==> config.mk <==
export PLATFORM = sky130hd
export DESIGN_NAME = probe_readout_ctrl_flat
export DESIGN_NICKNAME = d
export VERILOG_FILES = /design/src/rtl/probe_readout_ctrl_if.sv /design/src/rtl/probe_readout_ctrl.sv /design/src/flat_wrapper.sv
export SDC_FILE = /design/constraint.sdc
export NUM_CORES = 1
export LEC_CHECK = 0
export BUFFER_PORTS_ARGS = -buffer_cell sky130_fd_sc_hd__buf_2
export CAP_MARGIN = 10
export CORE_MARGIN = 2
export CORE_UTILIZATION = 60
export DETAILED_ROUTE_END_ITERATION = 8
export GPL_ROUTABILITY_DRIVEN = 0
export PLACE_DENSITY = 0.77
export SYNTH_ARGS = -nofsm -noshare
export SYNTH_HDL_FRONTEND = slang
export SYNTH_SLANG_ARGS = --single-unit
==> constraint.sdc <==
create_clock -name clk -period 3.75 [get_ports clk]
set_input_delay 0.375 -clock clk [delete_from_list [all_inputs] [get_ports clk]]
set_output_delay 0.375 -clock clk [all_outputs]
set_load 0.1 [all_outputs]
==> src/rtl/probe_readout_ctrl_if.sv <==
// probe_readout_ctrl_if: spike input, readout request and readout stream
// signals of probe_readout_ctrl, bundled for the block and its driver.
// master = the side that drives spikes and requests and consumes words.
// slave  = probe_readout_ctrl itself.
interface probe_readout_ctrl_if #(
  parameter int NEURON_ID_WIDTH = 7,
  parameter int TEN_DATA_WIDTH  = 2,
  parameter int OUT_WIDTH       = 16
) ();
  logic [NEURON_ID_WIDTH:0]   active_neuron;
  logic                       spike_valid;
  logic [NEURON_ID_WIDTH-1:0] spike_id;
  logic [TEN_DATA_WIDTH-1:0]  spike_val;
  logic                       clear;
  logic                       rd_req;
  logic [OUT_WIDTH-1:0]       outs;
  logic                       out_valid;
  logic                       out_ready;
  logic                       read_done;
  logic                       busy;

  modport master (
    output active_neuron, spike_valid, spike_id, spike_val, clear, rd_req,
    output out_ready,
    input  outs, out_valid, read_done, busy
  );

  modport slave (
    input  active_neuron, spike_valid, spike_id, spike_val, clear, rd_req,
    input  out_ready,
    output outs, out_valid, read_done, busy
  );
endinterface

==> src/rtl/probe_readout_ctrl.sv <==
// probe_readout_ctrl: keeps a live bit per neuron that flips on every
// non-zero spike, snapshots it on request and streams the snapshot out as
// OUT_WIDTH-bit words under a valid/ready handshake.
// Optional feature macro PROBE_FLIPCNT_EN: a saturating toggle counter is
// latched at snapshot time and appended as one trailer word.
module probe_readout_ctrl #(
  parameter int NUM_NEURON      = 128,
  parameter int NEURON_ID_WIDTH = 7,
  parameter int TEN_DATA_WIDTH  = 2,
  parameter int OUT_WIDTH       = 16
) (
  input  logic               clk,
  input  logic               reset_l,
  probe_readout_ctrl_if.slave bus
);

  localparam int MAX_WORDS = (NUM_NEURON + OUT_WIDTH - 1) / OUT_WIDTH;
  localparam int KW        = $clog2(MAX_WORDS + 2);
  localparam int NW        = $clog2(NUM_NEURON + 1);

  typedef enum logic [1:0] {TRACK, SNAP, STREAM, DONE} state_e;

  state_e                 state_q;
  logic [NUM_NEURON-1:0]  states_q;
  logic [NUM_NEURON-1:0]  snap_q;
  logic [NW-1:0]          n_q;
  logic [KW-1:0]          nwords_q;
  logic [KW-1:0]          k_q;
  logic [OUT_WIDTH-1:0]   outs_q;
  logic                   out_valid_q;
  logic                   read_done_q;
  logic                   busy_q;

  logic                   toggle;
  logic [NW-1:0]          n_d;
  logic [KW-1:0]          nwords_d;
  logic [KW-1:0]          k_d;
  logic [KW-1:0]          last_k;
  logic [OUT_WIDTH-1:0]   outs_d;

`ifdef PROBE_FLIPCNT_EN
  logic [OUT_WIDTH-1:0]   cnt_q;
  logic [OUT_WIDTH-1:0]   cnt_snap_q;
`endif

  // Snapshot word k with every bit at or beyond the latched count masked off;
  // shifting past the top of the vector yields zeros, so k never overruns.
  function automatic logic [OUT_WIDTH-1:0] snap_word(
    input logic [KW-1:0]         k,
    input logic [NUM_NEURON-1:0] snap,
    input logic [NW-1:0]         n
  );
    logic [NUM_NEURON-1:0] sh;
    logic [OUT_WIDTH-1:0]  w;
    sh = snap >> (int'(k) * OUT_WIDTH);
    w  = '0;
    for (int i = 0; i < OUT_WIDTH; i++)
      w[i] = sh[i] && ((int'(k) * OUT_WIDTH + i) < int'(n));
    return w;
  endfunction

  // Accepted toggle, effective neuron count and next output word.
  always_comb begin
    toggle = bus.spike_valid && (bus.spike_val != '0) &&
             ({1'b0, bus.spike_id} < bus.active_neuron) &&
             (int'(bus.spike_id) < NUM_NEURON) && !bus.clear;
    if (bus.active_neuron == '0 || int'(bus.active_neuron) > NUM_NEURON)
      n_d = NW'(NUM_NEURON);
    else
      n_d = NW'(bus.active_neuron);
    nwords_d = KW'((int'(n_d) + OUT_WIDTH - 1) / OUT_WIDTH);
    k_d      = (state_q == SNAP) ? '0 : k_q + KW'(1);
    outs_d   = snap_word(k_d, snap_q, n_q);
`ifdef PROBE_FLIPCNT_EN
    last_k   = nwords_q;
    if (k_d == nwords_q)
      outs_d = cnt_snap_q;
`else
    last_k   = nwords_q - KW'(1);
`endif
  end

  // Live probe bits: clear dominates, otherwise flip the spiking neuron.
  always_ff @(posedge clk or negedge reset_l) begin
    if (!reset_l)
      states_q <= '1;
    else if (bus.clear)
      states_q <= '1;
    else if (toggle)
      states_q[bus.spike_id] <= ~states_q[bus.spike_id];
  end

  // Readout FSM with registered stream outputs.
  always_ff @(posedge clk or negedge reset_l) begin
    if (!reset_l) begin
      state_q     <= TRACK;
      snap_q      <= '1;
      n_q         <= NW'(NUM_NEURON);
      nwords_q    <= KW'(MAX_WORDS);
      k_q         <= '0;
      outs_q      <= '0;
      out_valid_q <= 1'b0;
      read_done_q <= 1'b0;
      busy_q      <= 1'b0;
    end else begin
      case (state_q)
        TRACK: begin
          read_done_q <= 1'b0;
          if (bus.rd_req) begin
            snap_q   <= states_q;
            n_q      <= n_d;
            nwords_q <= nwords_d;
            busy_q   <= 1'b1;
            state_q  <= SNAP;
          end
        end
        SNAP: begin
          k_q         <= '0;
          outs_q      <= outs_d;
          out_valid_q <= 1'b1;
          state_q     <= STREAM;
        end
        STREAM: begin
          if (bus.out_ready) begin
            if (k_q == last_k) begin
              outs_q      <= '0;
              out_valid_q <= 1'b0;
              read_done_q <= 1'b1;
              state_q     <= DONE;
            end else begin
              k_q    <= k_d;
              outs_q <= outs_d;
            end
          end
        end
        DONE: begin
          read_done_q <= 1'b0;
          busy_q      <= 1'b0;
          state_q     <= TRACK;
        end
        default: state_q <= TRACK;
      endcase
    end
  end

`ifdef PROBE_FLIPCNT_EN
  // Saturating toggle counter; restarts at snapshot, the snapshot-cycle
  // toggle belongs to the next read.
  always_ff @(posedge clk or negedge reset_l) begin
    if (!reset_l) begin
      cnt_q      <= '0;
      cnt_snap_q <= '0;
    end else if (state_q == TRACK && bus.rd_req) begin
      cnt_snap_q <= cnt_q;
      cnt_q      <= toggle ? OUT_WIDTH'(1) : '0;
    end else if (toggle && cnt_q != '1) begin
      cnt_q <= cnt_q + OUT_WIDTH'(1);
    end
  end
`endif

  assign bus.outs      = outs_q;
  assign bus.out_valid = out_valid_q;
  assign bus.read_done = read_done_q;
  assign bus.busy      = busy_q;

endmodule

==> src/flat_wrapper.sv <==
// flat-port wrapper written by rule: the top's interface ports become plain ports
module probe_readout_ctrl_flat 
#(
  parameter int NUM_NEURON      = 128,
  parameter int NEURON_ID_WIDTH = 7,
  parameter int TEN_DATA_WIDTH  = 2,
  parameter int OUT_WIDTH       = 16
)
  (clk, reset_l, bus_active_neuron, bus_spike_valid, bus_spike_id, bus_spike_val, bus_clear, bus_rd_req, bus_out_ready, bus_outs, bus_out_valid, bus_read_done, bus_busy);
  probe_readout_ctrl_if #(.NEURON_ID_WIDTH(NEURON_ID_WIDTH), .TEN_DATA_WIDTH(TEN_DATA_WIDTH), .OUT_WIDTH(OUT_WIDTH)) bus_i ();
  input  logic clk;
  input  logic reset_l;
  input wire logic [$bits(bus_i.active_neuron)-1:0] bus_active_neuron;
  input wire logic [$bits(bus_i.spike_valid)-1:0] bus_spike_valid;
  input wire logic [$bits(bus_i.spike_id)-1:0] bus_spike_id;
  input wire logic [$bits(bus_i.spike_val)-1:0] bus_spike_val;
  input wire logic [$bits(bus_i.clear)-1:0] bus_clear;
  input wire logic [$bits(bus_i.rd_req)-1:0] bus_rd_req;
  input wire logic [$bits(bus_i.out_ready)-1:0] bus_out_ready;
  output wire logic [$bits(bus_i.outs)-1:0] bus_outs;
  output wire logic [$bits(bus_i.out_valid)-1:0] bus_out_valid;
  output wire logic [$bits(bus_i.read_done)-1:0] bus_read_done;
  output wire logic [$bits(bus_i.busy)-1:0] bus_busy;
  assign bus_i.active_neuron = bus_active_neuron;
  assign bus_i.spike_valid = bus_spike_valid;
  assign bus_i.spike_id = bus_spike_id;
  assign bus_i.spike_val = bus_spike_val;
  assign bus_i.clear = bus_clear;
  assign bus_i.rd_req = bus_rd_req;
  assign bus_i.out_ready = bus_out_ready;
  assign bus_outs = bus_i.outs;
  assign bus_out_valid = bus_i.out_valid;
  assign bus_read_done = bus_i.read_done;
  assign bus_busy = bus_i.busy;
  probe_readout_ctrl #(.NUM_NEURON(NUM_NEURON), .NEURON_ID_WIDTH(NEURON_ID_WIDTH), .TEN_DATA_WIDTH(TEN_DATA_WIDTH), .OUT_WIDTH(OUT_WIDTH)) u_core (.clk(clk), .reset_l(reset_l), .bus(bus_i));
endmodule
==> metrics.txt, run 1 <==
final instance area=0.0166 mm²; postcts setup bufs=0; flop-to-flop setup slack=0.68 ns; Area growth, synth to finish=10.3%; Worst path top cell family by delay=multiplexers; Die Footprint=0.0263 mm²; Cell Area, Synth=0.0150 mm²; cts hold-fix bufs=0; TritonCTS clock tree=done; Num Clock Sinks=293; endpoints failing setup=0; Max FO, Critical Path=35; vias per cell=7.03; RSZ-0062 raised after global routing=no; CTS clk-pin slew, worst paths=0.06 ns; Worst setup startpoint=u_core.k_q[0]$_DFFE_PN0P_; # diodes=0; io pins=42; Post-DP HPWL=26.7 mm; f_max=326 MHz; period utilization=81.8%; die width=162 µm; Antenna Nets Post-Route=0; YS warnings=0; R2R Path Start=u_core.k_q[0]$_DFFE_PN0P_; post-synthesis net count=1,272; worst setup margin=0.682 ns; maxcap violations=0; commonest cells in the netlist=dfstp_2 (258), mux2_2 (141), a211oi_1 (132); crit end category=flip-flop; initial DRC count=1,340; first-pass GRT wire length=63.3 mm; initial antenna violation count=0; post_cts resized=0; clk_skew=0.0110 ns; Yosys cell types=69; final net count=1,280; DP Area=0.0156 mm²; Final min period=3.07 ns; clk root buf=clkbuf_16; Inserted Clock Buffers=30; total power=9.90 mW; Synth area leader=dfstp_2; worst hold slack=0.114 ns; CP Class=flip-flop to flip-flop; CORE AREA=0.0245 mm²; GRT Util Overall=31.1%; Port-buffer cells=41; starting density of the core=61.4%; max incr delay on CP=0.69 ns; vias in the first global route=11,200; wire per inst=25.4 µm; Setup WS pre-CTS=0.671 ns; DRC errors left=0; EDFF count, synth=0; via count=11,200; Synth Flop Type=dfstp_2; placed insts=1,533; Static Leakage=5.91 nW; measured slew at the worst slew-check pin=1.09 ns; TNS Setup=0 ns; status=finished clean; pwr dens=598 mW/mm²; critical path data arrival time=3.48 ns; total congestion overflow=0; Worst setup SP type=flip-flop; final non-filler cell total=1,588; H-tree depth=1; CP cell instances=ha_1 > xnor2_1 > nor2_4 > buf_4 > mux4_2 > mux2i_1 > o31ai_1; DRT Pass-1 Iters=5; Slew HR=27.5%; top-area cell type share of the netlist area=45.2%; Final Hold Vio Count=0; clock buffer depth=3; buffers and inverters on the worst path=1; layout cells sized above 1=47.9%; async set-reset flop share out of synthesis=100%; Worst EP required=4.16 ns; final core utilization=67.7%; Slowest-stage cell, CP=dfrtp_1; Die Span Y=162 µm; mean area per synthesized cell=12.2 µm²; worst skew pair latency=0.56 ns; max-slew violation count=0; Area contributors post-synth=dfstp_2 (45%), mux2_2 (11%), a211oi_1 (6.6%); peak supply drop=0.000764 V; Post-Synthesis Cells=1,233; part of the Yosys area used for sequential elements=51.0%; Worst Hold Class=input port to flip-flop; #FFs+latches synth=293; top-count cell post-synth=dfstp_2; pin count of the biggest net entering global routing=111; WL final=40.3 mm; FP Rows=57; HP Start=bus_active_neuron[0]
==> layer usage <==
metal  share of wire, %  GRT usage (%)  vias up  routed length (µm)
met5                  0              0        -                   0
met4                3.9           12.1        0                1590
met3                 10           7.71      130                4100
met2                 45           47.7      621               18200
met1                 41           42.9     5594               16500
li1                   -              -     4826                   -
==> state kept, by name, summed over array words and instances, names as in the netlist <==
| register | flops |
|---|---|
| u_core.bus.read_done | 1 |
| u_core.bus.outs | 16 |
| u_core.snap_q | 128 |
| u_core.nwords_q | 4 |
| u_core.n_q | 8 |
| u_core.states_q | 128 |
| u_core.bus.out_valid | 1 |
| u_core.k_q | 4 |
| u_core.bus.busy | 1 |
| u_core.state_q | 2 |
==> power breakdown <==
| part | internal, mW | switching, mW | leakage (nW) |
|---|---|---|---|
| Sequential | 3.42 | 0.192 | 3.15 |
| Combinational | 1.01 | 2.28 | 2.26 |
| Clock | 1.76 | 1.24 | 0.502 |
| Total | 6.19 | 3.71 | 5.91 |
==> worst register-to-register path, cell delays in order (launching register included) <==
cell and delay, ns:
dfrtp_1 0.69, ha_1 0.30, xnor2_1 0.11, nor2_4 0.11
buf_4 0.52, mux4_2 0.48, mux2i_1 0.54, o31ai_1 0.18
==> final timing paths <==
kind / cells past startpoint / end
worst max-delay path: 7 / u_core.bus.outs[8]$_DFFE_PN0P_
worst min-delay path: 3 / u_core.n_q[0]$_DFFE_PN0P_
worst max register to register: 7 / u_core.bus.outs[8]$_DFFE_PN0P_
worst min register to register: 2 / u_core.bus.outs[3]$_DFFE_PN0P_
max in group asynchronous: 2 / u_core.snap_q[87]$_DFFE_PN1P_
min in group asynchronous: 1 / u_core.snap_q[46]$_DFFE_PN1P_
==> kinds of logic after synthesis <==
kind of cell / Yosys count / share of synthesized area (%)
AOI/OAI and AO/OA: 414 / 20.8
xor gates and xnor gates: 11 / 0.642
adders and majority gates: 16 / 1.33
buffers and inverters: 151 / 4.63
DFF: 293 / 51.0
muxes: 193 / 16.5
and+or+nand+nor: 155 / 5.13
==> cell usage in the layout (no fill, tap or decap), types with 4 or more instances in the layout <==
master / instances
a2111oi_4: 7
a211oi_1: 131
a21o_1: 5
a21oi_1: 22
a221o_1: 5
a221oi_1: 19
a22o_1: 11
a22oi_1: 14
a31oi_1: 130
a32o_1: 7
and3_1: 4
buf_12: 4
buf_2: 39
buf_4: 53
clkbuf_1: 5
clkbuf_16: 31
clkbuf_8: 6
clkinv_2: 11
dfrtp_1: 35
dfstp_2: 258
ha_1: 16
inv_1: 26
mux2_2: 141
mux2i_1: 22
mux4_2: 29
nand2_1: 45
nand2b_1: 12
nand3_1: 15
nor2_1: 34
nor2b_1: 5
nor3_1: 13
o21ai_0: 15
o221ai_1: 5
o31ai_1: 11
xnor2_1: 10
==> final cells by class <==
class                   count  area [µm²]
flip-flops and latches    293        7650
clock buffers              42         877
inverters                  30         113
repair buffers             97         688
clock inverters            13         115
fillers                  1704        7910
well taps                 324         405
multi-input cells         789        6700
Power figures use the tool's default switching activity.
==> inputs of run 2 (changes only) <==
Settings changed: CORE_UTILIZATION 60 to 57.
Clock period 3.75 ns to 2.5 ns, I/O delays scaled along.
==> run 2 against run 1 <==
Global-route usage down 1.1 points. Largest cell class unchanged. Combinational power grew 70%. Clock power is 54% higher.
==> metrics.txt, run 2 (synthesis results as in run 1) <==
Area growth, synth to finish=16.8% (was 10.3%); Reg area=0.00766 mm² (was 0.00765 mm²); initial antenna violation count=0 (unchanged); f_max=408 MHz (was 326 MHz); clock buffer depth=3 (unchanged); DRT Pass-1 Iters=5 (unchanged); endpoints failing setup=0 (unchanged); final instance area=0.0175 mm² (was 0.0166 mm²); Worst setup SP type=flip-flop (unchanged); reg2reg end=u_core.bus.outs[4]$_DFFE_PN0P_ (was u_core.bus.outs[8]$_DFFE_PN0P_); maxcap violations=0 (unchanged); DRC errors left=0 (unchanged); starting density of the core=57.8% (was 61.4%); period utilization=98.1% (was 81.8%); vias per cell=6.87 (was 7.03); area of the multi-input gates=0.00679 mm² (was 0.00670 mm²); measured slew at the worst slew-check pin=1.15 ns (was 1.09 ns); Post-DP HPWL=28.2 mm (was 26.7 mm); Antenna Nets Post-Route=0 (unchanged); peak supply drop=0.00159 V (was 0.000764 V); worst hold slack=0.0279 ns (was 0.114 ns); sequential share of power=34.7% (was 36.5%); worst setup margin=0.0472 ns (was 0.682 ns); CORE AREA=0.0260 mm² (was 0.0245 mm²); Inserted Clock Buffers=30 (unchanged); via count=11,500 (was 11,200); HP Start=bus_active_neuron[2] (was bus_active_neuron[0]); pwr dens=891 mW/mm² (was 598 mW/mm²); die width=166 µm (was 162 µm); most frequent cells in the layout=dfstp_2 (258), mux2_2 (141), a211oi_1 (131) (unchanged); clk_skew=0.0116 ns (was 0.0110 ns); Final min period=2.45 ns (was 3.07 ns); vias in the first global route=11,600 (was 11,200); logic gate share of total power=35.7% (was 33.2%); WL final=42.1 mm (was 40.3 mm); clock share of power=29.6% (was 30.3%); wire per inst=25.1 µm (was 25.4 µm); critical path data arrival time=2.87 ns (was 3.48 ns); max-slew violation count=0 (unchanged); Final Hold Vio Count=0 (unchanged); Worst Hold Class=input port to flip-flop (unchanged); Worst Hold End=u_core.n_q[2]$_DFFE_PN0P_ (was u_core.n_q[0]$_DFFE_PN0P_); Static Leakage=6.41 nW (was 5.91 nW); Die Span Y=166 µm (was 162 µm); final core utilization=67.5% (was 67.7%); flop-to-flop setup slack=0.05 ns (was 0.68 ns); # diodes=0 (unchanged); clk root buf=clkbuf_16 (unchanged); WHS Path Cells=3 (unchanged); R2R depth=10 (was 7); H-tree depth=1 (unchanged); placed insts=1,612 (was 1,533); GRT Util Overall=30.0% (was 31.1%); total congestion overflow=0 (unchanged); RSZ-0062 raised after global routing=yes (was no); commonest non-fill, non-tap cell in the layout=dfstp_2 (unchanged); status=finished clean (unchanged); Power Internal=9.78 mW (was 6.19 mW); DP Area=0.0163 mm² (was 0.0156 mm²); total power=15.6 mW (was 9.90 mW); CP Class=flip-flop to flip-flop (unchanged); layout cells sized above 1=52.2% (was 47.9%); Slew HR=23.4% (was 27.5%); Setup WS pre-CTS=-0.233 ns (was 0.671 ns); Max FO, Critical Path=5 (was 35); R2R Path Start=u_core.state_q[1]$_DFFE_PN0P_ (was u_core.k_q[0]$_DFFE_PN0P_); final net count=1,357 (was 1,280); CTS clk-pin slew, worst paths=0.07 ns (was 0.06 ns); initial DRC count=1,346 (was 1,340); FP Rows=59 (was 57); Num Clock Sinks=293 (unchanged); io pins=42 (unchanged); TritonCTS clock tree=done (unchanged); pin count of the biggest net entering global routing=129 (was 111); switching share of power=37.4% (was 37.5%); worst skew pair latency=0.56 ns (about the same); Die Footprint=0.0276 mm² (was 0.0263 mm²); TNS Setup=0 ns (unchanged); Worst EP required=2.92 ns (was 4.16 ns); final non-filler cell total=1,677 (was 1,588); Port-buffer cells=41 (unchanged); Switch Pwr=5.84 mW (was 3.71 mW); first-pass GRT wire length=65.8 mm (was 63.3 mm); fill count=1,795 (was 1,704); crit end category=flip-flop (unchanged)
-- run 2: power by group through the flow --
stage,registers [mW],clock network (mW),logic [mW]
6_report,5.42,4.62,5.59
5_1_grt,5.45,4.88,5.91
4_1_cts,5.41,4.67,5.37
3_5_place_dp,5.47,0,5.28
3_3_place_gp,5.45,0,5.19
2_1_floorplan,6.49,0,2.72
-- run 2: final cells by class --
class	instances	share of cell area [%]
clock buffer	42	5.36
clock inverter	14	0.564
inverter	30	0.642
multi-input combinational	789	38.7
sequential	293	43.7
tap	335	2.39
timing repair buffer	174	8.64
-- run 2: timing repair --
item	4_1_cts	5_1_grt
endpoints found under the setup margin	5	14
hold buffers	3	0
gates resized for setup	4	12
pin swaps	0	4
cloned	0	1
buffers inserted	0	5
endpoints found under the hold margin	37	0
-- run 2: layer usage --
metal  global-route usage (%)  wire [µm]  vias to the layer above
met5                    0.522          0                        -
met4                     11.6       1650                        0
met3                     6.51       3690                      119
met2                     47.0      19700                      591
met1                     41.2      17100                     5823
li1                         -          -                     4989
-- run 2: worst max-delay path, stage by stage (launching register included) --
cell	delay [ns]
dfrtp_1	0.38
inv_1	0.10
ha_4	0.19
buf_4	0.16
nor2_4	0.14
inv_2	0.12
ha_4	0.27
nand4_1	0.21
or2_4	0.34
nor3_1	0.27
o41ai_2	0.13
-- run 2: how the worst max path moves through the flow --
stage                                   from                              end  slack (ns)
2_1_floorplan  u_core.state_q[1]$_DFFE_PN0P_   u_core.bus.outs[0]$_DFFE_PN0P_       -0.16
5_1_grt        u_core.state_q[1]$_DFFE_PN0P_   u_core.bus.outs[4]$_DFFE_PN0P_       -0.06
4_1_cts            u_core.k_q[0]$_DFFE_PN0P_   u_core.bus.outs[4]$_DFFE_PN0P_       0.003
3_5_place_dp                 bus_spike_id[1]  u_core.states_q[44]$_DFFE_PN1P_       -0.23
6_report       u_core.state_q[1]$_DFFE_PN0P_   u_core.bus.outs[4]$_DFFE_PN0P_        0.05
3_3_place_gp                 bus_spike_id[1]  u_core.states_q[88]$_DFFE_PN1P_       -0.18
==> inputs of run 3 (changes only) <==
Settings changed: ABC_AREA from default to 1.
==> run 3 against run 2 <==
Critical path type unchanged. Setup slack better by 0.10 ns. Sequential power up 41%. Synthesized cell count up 79%. Cell count up 57%. Register-to-register slack better by 0.10 ns. Core utilization down 2.5 points. Clock power up 19%. Critical path depth up 6. Largest power group unchanged. Sequential share of layout area down 2.3 points. Fmax up 4.2%. First-iteration DRC count up 53%. Wire length up 22%.
==> metrics.txt, run 3 <==
pin count of the biggest net entering global routing=198 (was 129); vias per cell=6.05 (was 6.87); status=finished clean (unchanged); Inserted Clock Buffers=34 (was 30); Post-DP HPWL=33.7 mm (was 28.2 mm); largest family of logic cells by synthesized area=simple AND/OR/NAND/NOR gates (was compound AO/OA/AOI/OAI gates); measured slew at the worst slew-check pin=0.843 ns (was 1.15 ns); total power=21.2 mW (was 15.6 mW); GRT Util Overall=34.4% (was 30.0%); top-area cell type share of the netlist area=41.4% (was 45.2%); Synth area leader=dfstp_2 (unchanged); io pins=42 (unchanged); clk_skew=0.00976 ns (was 0.0116 ns); worst setup margin=0.147 ns (was 0.0472 ns); post-synthesis xor/xnor area fraction=0.321% (was 0.642%); Max FO, Critical Path=4 (was 5); Worst Hold Class=input port to flip-flop (unchanged); vias in the first global route=15,100 (was 11,600); YS warnings=0 (unchanged); clk root buf=clkbuf_16 (unchanged); DP Area=0.0172 mm² (was 0.0163 mm²); maxcap violations=0 (unchanged); final instance area=0.0185 mm² (was 0.0175 mm²); #FFs+latches synth=293 (unchanged); DRC errors left=0 (unchanged); top-count cell post-synth=nand2_1 (was dfstp_2); Compound-Gate Fraction of Synth Area=12.3% (was 20.8%); Worst setup SP type=flip-flop (unchanged); commonest non-fill, non-tap cell in the layout=nand2_1 (was dfstp_2); Area contributors post-synth=dfstp_2 (41%), nand2_1 (17%), nand3_1 (9.4%) (was dfstp_2 (45%), mux2_2 (11%), a211oi_1 (6.6%)); final core utilization=65.0% (was 67.5%); Synth Flop Type=dfstp_2 (unchanged); part of the Yosys area used for sequential elements=46.8% (was 51.0%); Setup WS pre-CTS=0.0176 ns (was -0.233 ns); Port-buffer cells=41 (unchanged); initial DRC count=2,057 (was 1,346); commonest cells in the netlist=nand2_1 (740), nand3_1 (306), dfstp_2 (258), o21ai_0 (258), nor2_1 (191) (was dfstp_2 (258), mux2_2 (141), a211oi_1 (132)); mean area per synthesized cell=7.41 µm² (was 12.2 µm²); worst skew pair latency=0.51 ns (was 0.56 ns); WL final=51.3 mm (was 42.1 mm); Final min period=2.35 ns (was 2.45 ns); Adder-Cell Fraction of Synth Area=1.22% (was 1.33%); first-pass GRT wire length=82.4 mm (was 65.8 mm); Yosys cell types=35 (was 69); Worst setup startpoint=u_core.state_q[1]$_DFFE_PN0P_ (unchanged); Worst EP required=2.88 ns (was 2.92 ns); f_max=425 MHz (was 408 MHz); starting density of the core=57.4% (was 57.8%); R2R Path Start=u_core.state_q[1]$_DFFE_PN0P_ (unchanged); most frequent cells in the layout=nand2_1 (739), nand3_1 (305), o21ai_0 (258), dfstp_2 (258), nor2_1 (188) (was dfstp_2 (258), mux2_2 (141), a211oi_1 (131)); CP Class=flip-flop to flip-flop (unchanged); CORE AREA=0.0285 mm² (was 0.0260 mm²); H-tree depth=2 (was 1); TritonCTS clock tree=done (unchanged); via count=15,900 (was 11,500); total congestion overflow=0 (unchanged); Area growth, synth to finish=13.1% (was 16.8%); Antenna Nets Post-Route=0 (unchanged); initial antenna violation count=0 (unchanged); post-synthesis net count=2,246 (was 1,272); EDFF count, synth=0 (unchanged); clock buffer depth=3 (unchanged); Cell Area, Synth=0.0164 mm² (was 0.0150 mm²); RSZ-0062 raised after global routing=no (was yes); critical path data arrival time=2.73 ns (was 2.87 ns); Static Leakage=8.39 nW (was 6.41 nW); Die Footprint=0.0301 mm² (was 0.0276 mm²); pwr dens=1140 mW/mm² (was 891 mW/mm²); endpoints failing setup=0 (unchanged); period utilization=94.1% (was 98.1%); CTS clk-pin slew, worst paths=0.06 ns (was 0.07 ns); max-slew violation count=0 (unchanged); FP Rows=62 (was 59); HP Start=bus_active_neuron[2] (unchanged); TNS Setup=0 ns (unchanged); multiplexer share of the synthesized area=0% (was 16.5%); Num Clock Sinks=293 (unchanged); layout cells sized above 1=20.4% (was 52.2%); Die Span Y=173 µm (was 166 µm); crit end category=flip-flop (unchanged); peak supply drop=0.000779 V (was 0.00159 V); wire per inst=19.5 µm (was 25.1 µm); final net count=2,258 (was 1,357); DRT Pass-1 Iters=7 (was 5); simple-gate portion of the synthesized area=31.3% (was 5.13%); die width=173 µm (was 166 µm); Final Hold Vio Count=0 (unchanged); async set-reset flop share out of synthesis=100% (unchanged); Post-Synthesis Cells=2,207 (was 1,233); Slew HR=43.8% (was 23.4%)
==> run 3: timing repair <==
action / CTS / global route
hold buffers: 1 / 0
resized for setup: 0 / 8
endpoints found under the hold margin: 27 / 0
setup endpoints to repair: 0 / 10
buffers inserted: 0 / 1
==> run 3: path summary, 6_finish.rpt <==
kind,slack [ns],cells past startpoint,endpoint
hold / removal,0.05,3,u_core.n_q[2]$_DFFE_PN0P_
setup reg to reg,0.15,16,u_core.bus.outs[1]$_DFFE_PN0P_
setup / recovery,0.15,16,u_core.bus.outs[1]$_DFFE_PN0P_
hold reg to reg,0.47,2,u_core.snap_q[5]$_DFFE_PN1P_
min in group asynchronous,0.30,2,u_core.bus.read_done$_DFFE_PN0P_
max in group asynchronous,1.36,3,u_core.states_q[122]$_DFFE_PN1P_
==> run 3: cell families after synthesis <==
family                     count (synthesis)
AOI/OAI and AO/OA                        357
xor gates and xnor gates                   6
adders and majority gates                 16
buffers and inverters                    283
DFF                                      293
and+or+nand+nor                         1252
==> run 3: final cells by class <==
type / count / area [µm²]
Sequential cell: 293 / 7650
Multi-Input combinational cell: 1631 / 7430
Clock buffer: 49 / 1040
Timing Repair Buffer: 125 / 1180
Fill cell: 2361 / 9970
Antenna cell: 1 / 2.50
Clock inverter: 13 / 215
Inverter: 134 / 507
Tap cell: 384 / 480
==> run 3: critical path: stages (launching register included) <==
cell     delay [ns]
dfrtp_1        0.37
inv_1          0.08
ha_1           0.20
inv_1          0.09
nand2_1        0.08
nor2_1         0.04
buf_4          0.14
ha_1           0.27
nand2_1        0.04
inv_1          0.10
nand3_2        0.14
nor2_4         0.15
inv_1          0.10
nor2_4         0.14
nand2_1        0.08
nand3_1        0.10
o21ai_0        0.10
==> run 3: metal layers <==
metal  part of all wire (%)  vias to the layer above  GRT usage (%)  wire length (µm)
li1                       -                     7256              -                 -
met1                     40                     7543           48.9             20700
met2                     45                      955           51.8             22900
met3                     11                      164           6.18              5560
met4                    4.1                        0           14.9              2120
met5                      0                        -              0                 0
==> run 3: metrics by stage <==
step	cells	hold WS (ns)
6_report	2630	0.0527
5_1_grt	2629	0.0746
4_1_cts	2628	0.0536
3_5_place_dp	2565	0.242
3_3_place_gp	2565	0.241
2_1_floorplan	2207	-0.0456
==> run 3: power breakdown <==
part | internal [mW] | switching [mW] | total [mW]
registers | 6.89 | 0.741 | 7.63
clock network | 3.52 | 2.00 | 5.51
logic | 2.45 | 5.58 | 8.04
